==> src/rtl/video_sync_gen.sv <==
// Video raster timing generator: pentagon, classic and profi rasters.
// The counters advance on ce; sync/blank/pix_start are registered decodes that
// lag the counters by one ce-qualified cycle. The raster is switched only at
// the frame boundary, so a frame always completes with the geometry it began with.
module video_sync_gen #(
    parameter int SINGLE_CLOCK = 0
) (
    input  logic        clk,
    input  logic        reset,
    input  logic        ce,
    input  logic        ds80,
    input  logic [1:0]  screen_mode,
    output logic [11:0] hcnt,
    output logic [11:0] vcnt,
    output logic        hsync,
    output logic        vsync,
    output logic        blank,
    output logic        pix_start,
    output logic [1:0]  mode
);

    localparam logic [1:0] MODE_PENT    = 2'b00;
    localparam logic [1:0] MODE_CLASSIC = 2'b01;
    localparam logic [1:0] MODE_PROFI   = 2'b10;

    // Profi vertical total depends on the clocking scheme of the host system.
    localparam logic [11:0] PROFI_VTOTAL = (SINGLE_CLOCK != 0) ? 12'd640 : 12'd624;

    logic [11:0] hcnt_q, hcnt_d;
    logic [11:0] vcnt_q, vcnt_d;
    logic [1:0]  mode_q, mode_d;
    logic        hsync_q, hsync_d;
    logic        vsync_q, vsync_d;
    logic        blank_q, blank_d;
    logic        pix_start_q, pix_start_d;

    logic [11:0] h_total, h_active, hs_start, hs_end;
    logic [11:0] v_total, v_active, vs_start, vs_end;
    logic [1:0]  req_mode;
    logic        h_last, v_last, v_over;

    // Raster geometry of the mode currently in force.
    always_comb begin
        h_total  = 12'd896;
        h_active = 12'd768;
        hs_start = 12'd800;
        hs_end   = 12'd863;
        v_total  = 12'd640;
        v_active = 12'd608;
        vs_start = 12'd616;
        vs_end   = 12'd619;
        case (mode_q)
            MODE_CLASSIC: begin
                v_total  = 12'd624;
                v_active = 12'd576;
                vs_start = 12'd584;
                vs_end   = 12'd587;
            end
            MODE_PROFI: begin
                h_total  = 12'd768;
                h_active = 12'd608;
                hs_start = 12'd640;
                hs_end   = 12'd703;
                v_total  = PROFI_VTOTAL;
                v_active = 12'd480;
                vs_start = 12'd560;
                vs_end   = 12'd563;
            end
            default: ;
        endcase
    end

    // Decode the raster request: profi overrides the screen_mode selection.
    always_comb begin
        if (ds80)
            req_mode = MODE_PROFI;
        else if (screen_mode == 2'b01)
            req_mode = MODE_CLASSIC;
        else
            req_mode = MODE_PENT;
    end

    // Counter advance, frame-boundary mode latch and registered decodes.
    // The >= compares double as the recovery path for out-of-range counters.
    always_comb begin
        h_last      = (hcnt_q >= (h_total - 12'd1));
        v_last      = (vcnt_q >= (v_total - 12'd1));
        v_over      = (vcnt_q >= v_total);
        hcnt_d      = hcnt_q;
        vcnt_d      = vcnt_q;
        mode_d      = mode_q;
        hsync_d     = hsync_q;
        vsync_d     = vsync_q;
        blank_d     = blank_q;
        pix_start_d = 1'b0;
        if (ce) begin
            if (h_last) begin
                hcnt_d = 12'd0;
                vcnt_d = v_last ? 12'd0 : (vcnt_q + 12'd1);
            end else begin
                hcnt_d = hcnt_q + 12'd1;
                vcnt_d = v_over ? 12'd0 : vcnt_q;
            end
            if (h_last && v_last)
                mode_d = req_mode;
            hsync_d     = (hcnt_q >= hs_start) && (hcnt_q <= hs_end);
            vsync_d     = (vcnt_q >= vs_start) && (vcnt_q <= vs_end);
            blank_d     = (hcnt_q >= h_active) || (vcnt_q >= v_active);
            pix_start_d = (hcnt_q == 12'd0) && (vcnt_q == 12'd0);
        end
    end

    // State registers; reset returns to the pentagon frame origin.
    always_ff @(posedge clk or posedge reset) begin
        if (reset) begin
            hcnt_q      <= 12'd0;
            vcnt_q      <= 12'd0;
            mode_q      <= MODE_PENT;
            hsync_q     <= 1'b0;
            vsync_q     <= 1'b0;
            blank_q     <= 1'b0;
            pix_start_q <= 1'b0;
        end else begin
            hcnt_q      <= hcnt_d;
            vcnt_q      <= vcnt_d;
            mode_q      <= mode_d;
            hsync_q     <= hsync_d;
            vsync_q     <= vsync_d;
            blank_q     <= blank_d;
            pix_start_q <= pix_start_d;
        end
    end

    assign hcnt      = hcnt_q;
    assign vcnt      = vcnt_q;
    assign mode      = mode_q;
    assign hsync     = hsync_q;
    assign vsync     = vsync_q;
    assign blank     = blank_q;
    assign pix_start = pix_start_q;

endmodule

==> config.mk <==
export PLATFORM = sky130hd
export DESIGN_NAME = video_sync_gen
export DESIGN_NICKNAME = d
export VERILOG_FILES = /design/src/rtl/video_sync_gen.sv
export SDC_FILE = /design/constraint.sdc
export NUM_CORES = 1
export LEC_CHECK = 0
export ABC_AREA = 1
export CAP_MARGIN = 25
export CORE_AREA = 3 3 69 71
export DETAILED_ROUTE_END_ITERATION = 10
export DIE_AREA = 0 0 72 74
export GPL_TIMING_DRIVEN = 0
export PLACE_DENSITY_LB_ADDON = 0.05
export SLEW_MARGIN = 20
export SYNTH_ARGS = -nofsm -noshare
export SYNTH_HDL_FRONTEND = slang
export SYNTH_SLANG_ARGS = --single-unit
==> constraint.sdc <==
create_clock -name clk -period 2.74 [get_ports clk]
set_input_delay 0.548 -clock clk [delete_from_list [all_inputs] [get_ports clk]]
set_output_delay 0.548 -clock clk [all_outputs]
set_load 0.03 [all_outputs]
==> summary.md, run 1 <==
| Metric | Value |
|---|---|
| Endpoints failing hold | 0 |
| R2r setup slk | 0.31 ns |
| Clk pwr share | 20.7% |
| Final clock skew | 0.00238 ns |
| HP Class | flop to flop |
| Top_reg_cell synth | dfrtp_1 |
| Layout Nets | 372 |
| WL final | 5070 um |
| Fillcell total | 417 |
| DRT Pass-1 Iters | 4 |
| Setup TNS | 0 ns |
| Sw frac | 41.1% |
| # Max-Cap Violations | 0 |
| Least-Margin Pin Slew | 0.633 ns |
| FF+latch count, synth | 30 |
| Setup Buffers After CTS | 0 |
| Asr flop ratio synth | 100% |
| Hold WS | 0.488 ns |
| Critical path data arrival time | 2.60 ns |
| Post-synth EDFFs | 0 |
| PwrDens | 619 mW/mm^2 |
| Clk Latency, worst-skew pair | 0.28 ns |
| Post-CTS Hold Buffers | 0 |
| Worst-path cell with the longest stage delay | dfrtp_1 |
| Total power | 1.68 mW |
| Top delay family on crit path | simple AND/OR/NAND/NOR gates |
| Initial Utilization | 51.9% |
| CP max FO | 9 |
| Post-route cell area | 0.00272 mm^2 |
| Setup crit start kind | flop |
| Post-Syn Instances | 302 |
| DP Area | 0.00263 mm^2 |
| Gpl congestion | 0.906 |
| RSZ-0062 raised after global routing | false |
| Most common cell after layout, fill and taps aside | nand2_1 |
| Initial antenna violation count | 0 |
| Most frequent cells in the layout | nand2_1 (79), inv_1 (47), clkdlybuf4s50_1 (34) |
| Pint | 0.990 mW |
| DRC viols | 0 |
| Seq. cell area | 751 um^2 |
| Seq/Total Area, Yosys | 33.7% |
| Worst hold endpoint | hsync$_DFFE_PP0P_ |
| Most frequent cell on the critical path | nand2_1 |
| Max Root-Sink Buffers | 2 |
| Via count | 2023 |
| Worst slew margin | 57.8% |
| Inserted Clock Buffers | 5 |
| Reg clk slew, reported paths | 0.06 ns |
| CTS tree | done |
| Die area | 0.00533 mm^2 |
| Hold Crit Depth | 2 |
| # setup viols final | 0 |
| Critical path class | flop to flop |
| Crit share post-route | 88.6% |
| GR Overflow Total | 0 |
| Die Y | 74 um |
| Vias per cell | 5.13 |
| Sequential Power Share | 35.5% |
| R2r endpoint | mode[0]$_DFFE_PP0P_ |
| Required time worst endpoint | 2.91 ns |
| Final min period | 2.43 ns |
| Post-Syn Nets | 331 |
| Layout area overhead | 21.9% |
| CP Cell Sequence | inv_1 > ha_1 > inv_1 > ha_1 > nand2_1 > nor2_1 > nand2_1 > nand2_1 > nand2_2 > nand2_4 > nand2_4 > inv_4 > nand2_1 > nand2_1 > nand2_1 |
| Status | completed |
| Yosys cell types | 32 |
| Die Width | 72 um |
| I/O pins | 36 |
| Synthesis Warnings | 0 |
| Slew Limit Fails | 0 |
| Worst stage delay on the critical path | 0.41 ns |
| CP Capture Type | flop |
| Psw | 0.691 mW |
| WL/cell | 12.9 um |
| ANT nets after route | 0 |
| Port bufs | 34 |
| First-pass GRT wire length | 8890 um |
| Initial DRC count | 87 |
| Row Count | 24 |
| GRT Overall Usage | 21.4% |
| Final cell count without fillers | 394 |
| Ant diodes | 0 |
| Final worst-path setup slack | 0.314 ns |
| HPWL Detailed | 3930 um |
| Root Driver | clkbuf_8 |
| Layout Utilization | 63.3% |
| FF-to-FF path depth | 15 |
| Core Region | 0.00429 mm^2 |
| Mapped Area | 0.00223 mm^2 |
| Worst VDD drop | 0.363 mV |
| Mean Syn Cell Area | 7.38 um^2 |
| LEAKAGE | 1.38 nW |
| Number of H-tree levels | 2 |
| Layout cells sized above 1 | 7.89% |
| Area of the multi-input gates | 0.00126 mm^2 |
| Buf/Inv on CP | 3 |
| CTS Sinks | 30 |
| Comb pwr share | 43.8% |
| Pre-CTS setup slack | 0.311 ns |
| Max Freq | 0.412 GHz |
| Min-delay src | hsync$_DFFE_PP0P_ |
| Largest net degree at the start of global routing | 31 |
| Worst flop-to-flop path startpoint | mode[0]$_DFFE_PP0P_ |
| Vias in the first global route | 1904 |
| Placed cells | 388 |
| Resized Gates After CTS | 0 |
-- logic make-up after synthesis --
kind of cell / count (synthesis) / share of synthesized area (%)
xor gates and xnor gates: 9 / 3.54
DFF: 30 / 33.7
buffers and inverters: 55 / 9.71
AOI/OAI and AO/OA: 26 / 6.91
adders and majority gates: 23 / 12.9
and+or+nand+nor: 159 / 33.2
-- state kept, by name, indices dropped and copies added (netlist names) --
name       flops
hcnt          12
vcnt          12
mode           2
blank          1
hsync          1
pix_start      1
vsync          1
-- worst reg2reg max path, delay by kind of cell (launching register included) --
kind | cells | cell delay (ns)
adder cells (fa/ha/maj) | 2 | 0.68
buffers and inverters | 3 | 0.44
flip-flops | 1 | 0.41
AND/OR/NAND/NOR | 10 | 0.80
-- final cells by class --
cell class	count	share of cell area (%)
Sequential cell	30	27.6
Inverter	53	7.42
Multi-Input combinational cell	217	46.4
Timing Repair Buffer	34	12.5
Buffer	2	0.553
Tap cell	52	2.40
Clock buffer	6	3.04
-- power groups by stage --
stage	sequential, mW	clock, mW	combinational [mW]
2_1_floorplan	0.724	0	0.365
3_5_place_dp	0.606	0	0.731
3_3_place_gp	0.604	0	0.721
4_1_cts	0.599	0.367	0.738
5_1_grt	0.612	0.376	0.822
6_report	0.597	0.348	0.736
-- cells in the mapped netlist (2+ instances only) --
cell     instances  area (um^2)
nand2_1         79          297
inv_1           48          180
dfrtp_1         30          751
nor2_1          24         90.1
ha_1            23          288
nand3_1         20          100
nand4_1         10         62.6
o21ai_0          9         45.0
xor2_1           9         78.8
a21oi_1          7         35.0
nor3_1           7         35.0
nand2_2          5         31.3
inv_2            4         15.0
nor2_2           3         18.8
nor3b_1          3         22.5
a31oi_1          2         12.5
nand2_4          2         22.5
nor4_1           2         12.5
o21ai_1          2         10.0
-- how the worst max path moves through the flow --
stage                   startpoint                   to  depth (start not counted)
2_1_floorplan  mode[0]$_DFFE_PP0P_  vcnt[3]$_DFFE_PP0P_                         15
3_5_place_dp   mode[0]$_DFFE_PP0P_  vcnt[7]$_DFFE_PP0P_                         15
6_report       mode[0]$_DFFE_PP0P_  mode[0]$_DFFE_PP0P_                         15
3_3_place_gp   mode[0]$_DFFE_PP0P_  mode[1]$_DFFE_PP0P_                         15
4_1_cts        mode[0]$_DFFE_PP0P_  vcnt[7]$_DFFE_PP0P_                         15
5_1_grt        mode[0]$_DFFE_PP0P_  vcnt[7]$_DFFE_PP0P_                         15
-- layer usage --
metal  GRT usage, %  up-vias  routed length, um
met5              0        -                  0
met4           6.47        0                 61
met3           4.86        7                265
met2           33.4       47               2220
met1           30.0      919               2530
li1               -     1050                  -
(Power assumes the default switching activity.)
==> run 2, diff against run 1 <==
==> constraint.sdc (replaced) <==
create_clock -name clk -period 2.74 [get_ports clk]
set_input_delay 0.548 -clock clk [delete_from_list [all_inputs] [get_ports clk]]
set_output_delay 0.548 -clock clk [all_outputs]
set_load 0.005 [all_outputs]
==> results of run 2 <==
The final DEF is identical to that of run 1. Status: completed.
Main changes from that run: total power 1.68 mW -> 1.55 mW; worst IR drop on VDD 0.363 mV -> 0.305 mV
==> run 3, diff against run 2 <==
--- a/config.mk
+++ b/config.mk
@@ -6,8 +6,8 @@
 export NUM_CORES = 1
 export LEC_CHECK = 0
 export ABC_AREA = 1
-export CAP_MARGIN = 25
 export CORE_AREA = 3 3 69 71
+export CTS_CLUSTER_SIZE = 10
 export DETAILED_ROUTE_END_ITERATION = 10
 export DIE_AREA = 0 0 72 74
 export GPL_TIMING_DRIVEN = 0
==> results of run 3 <==
The final DEF is identical to that of run 1. Status: completed.
Main changes from that run: total power 1.68 mW -> 1.55 mW; worst IR drop on VDD 0.363 mV -> 0.305 mV
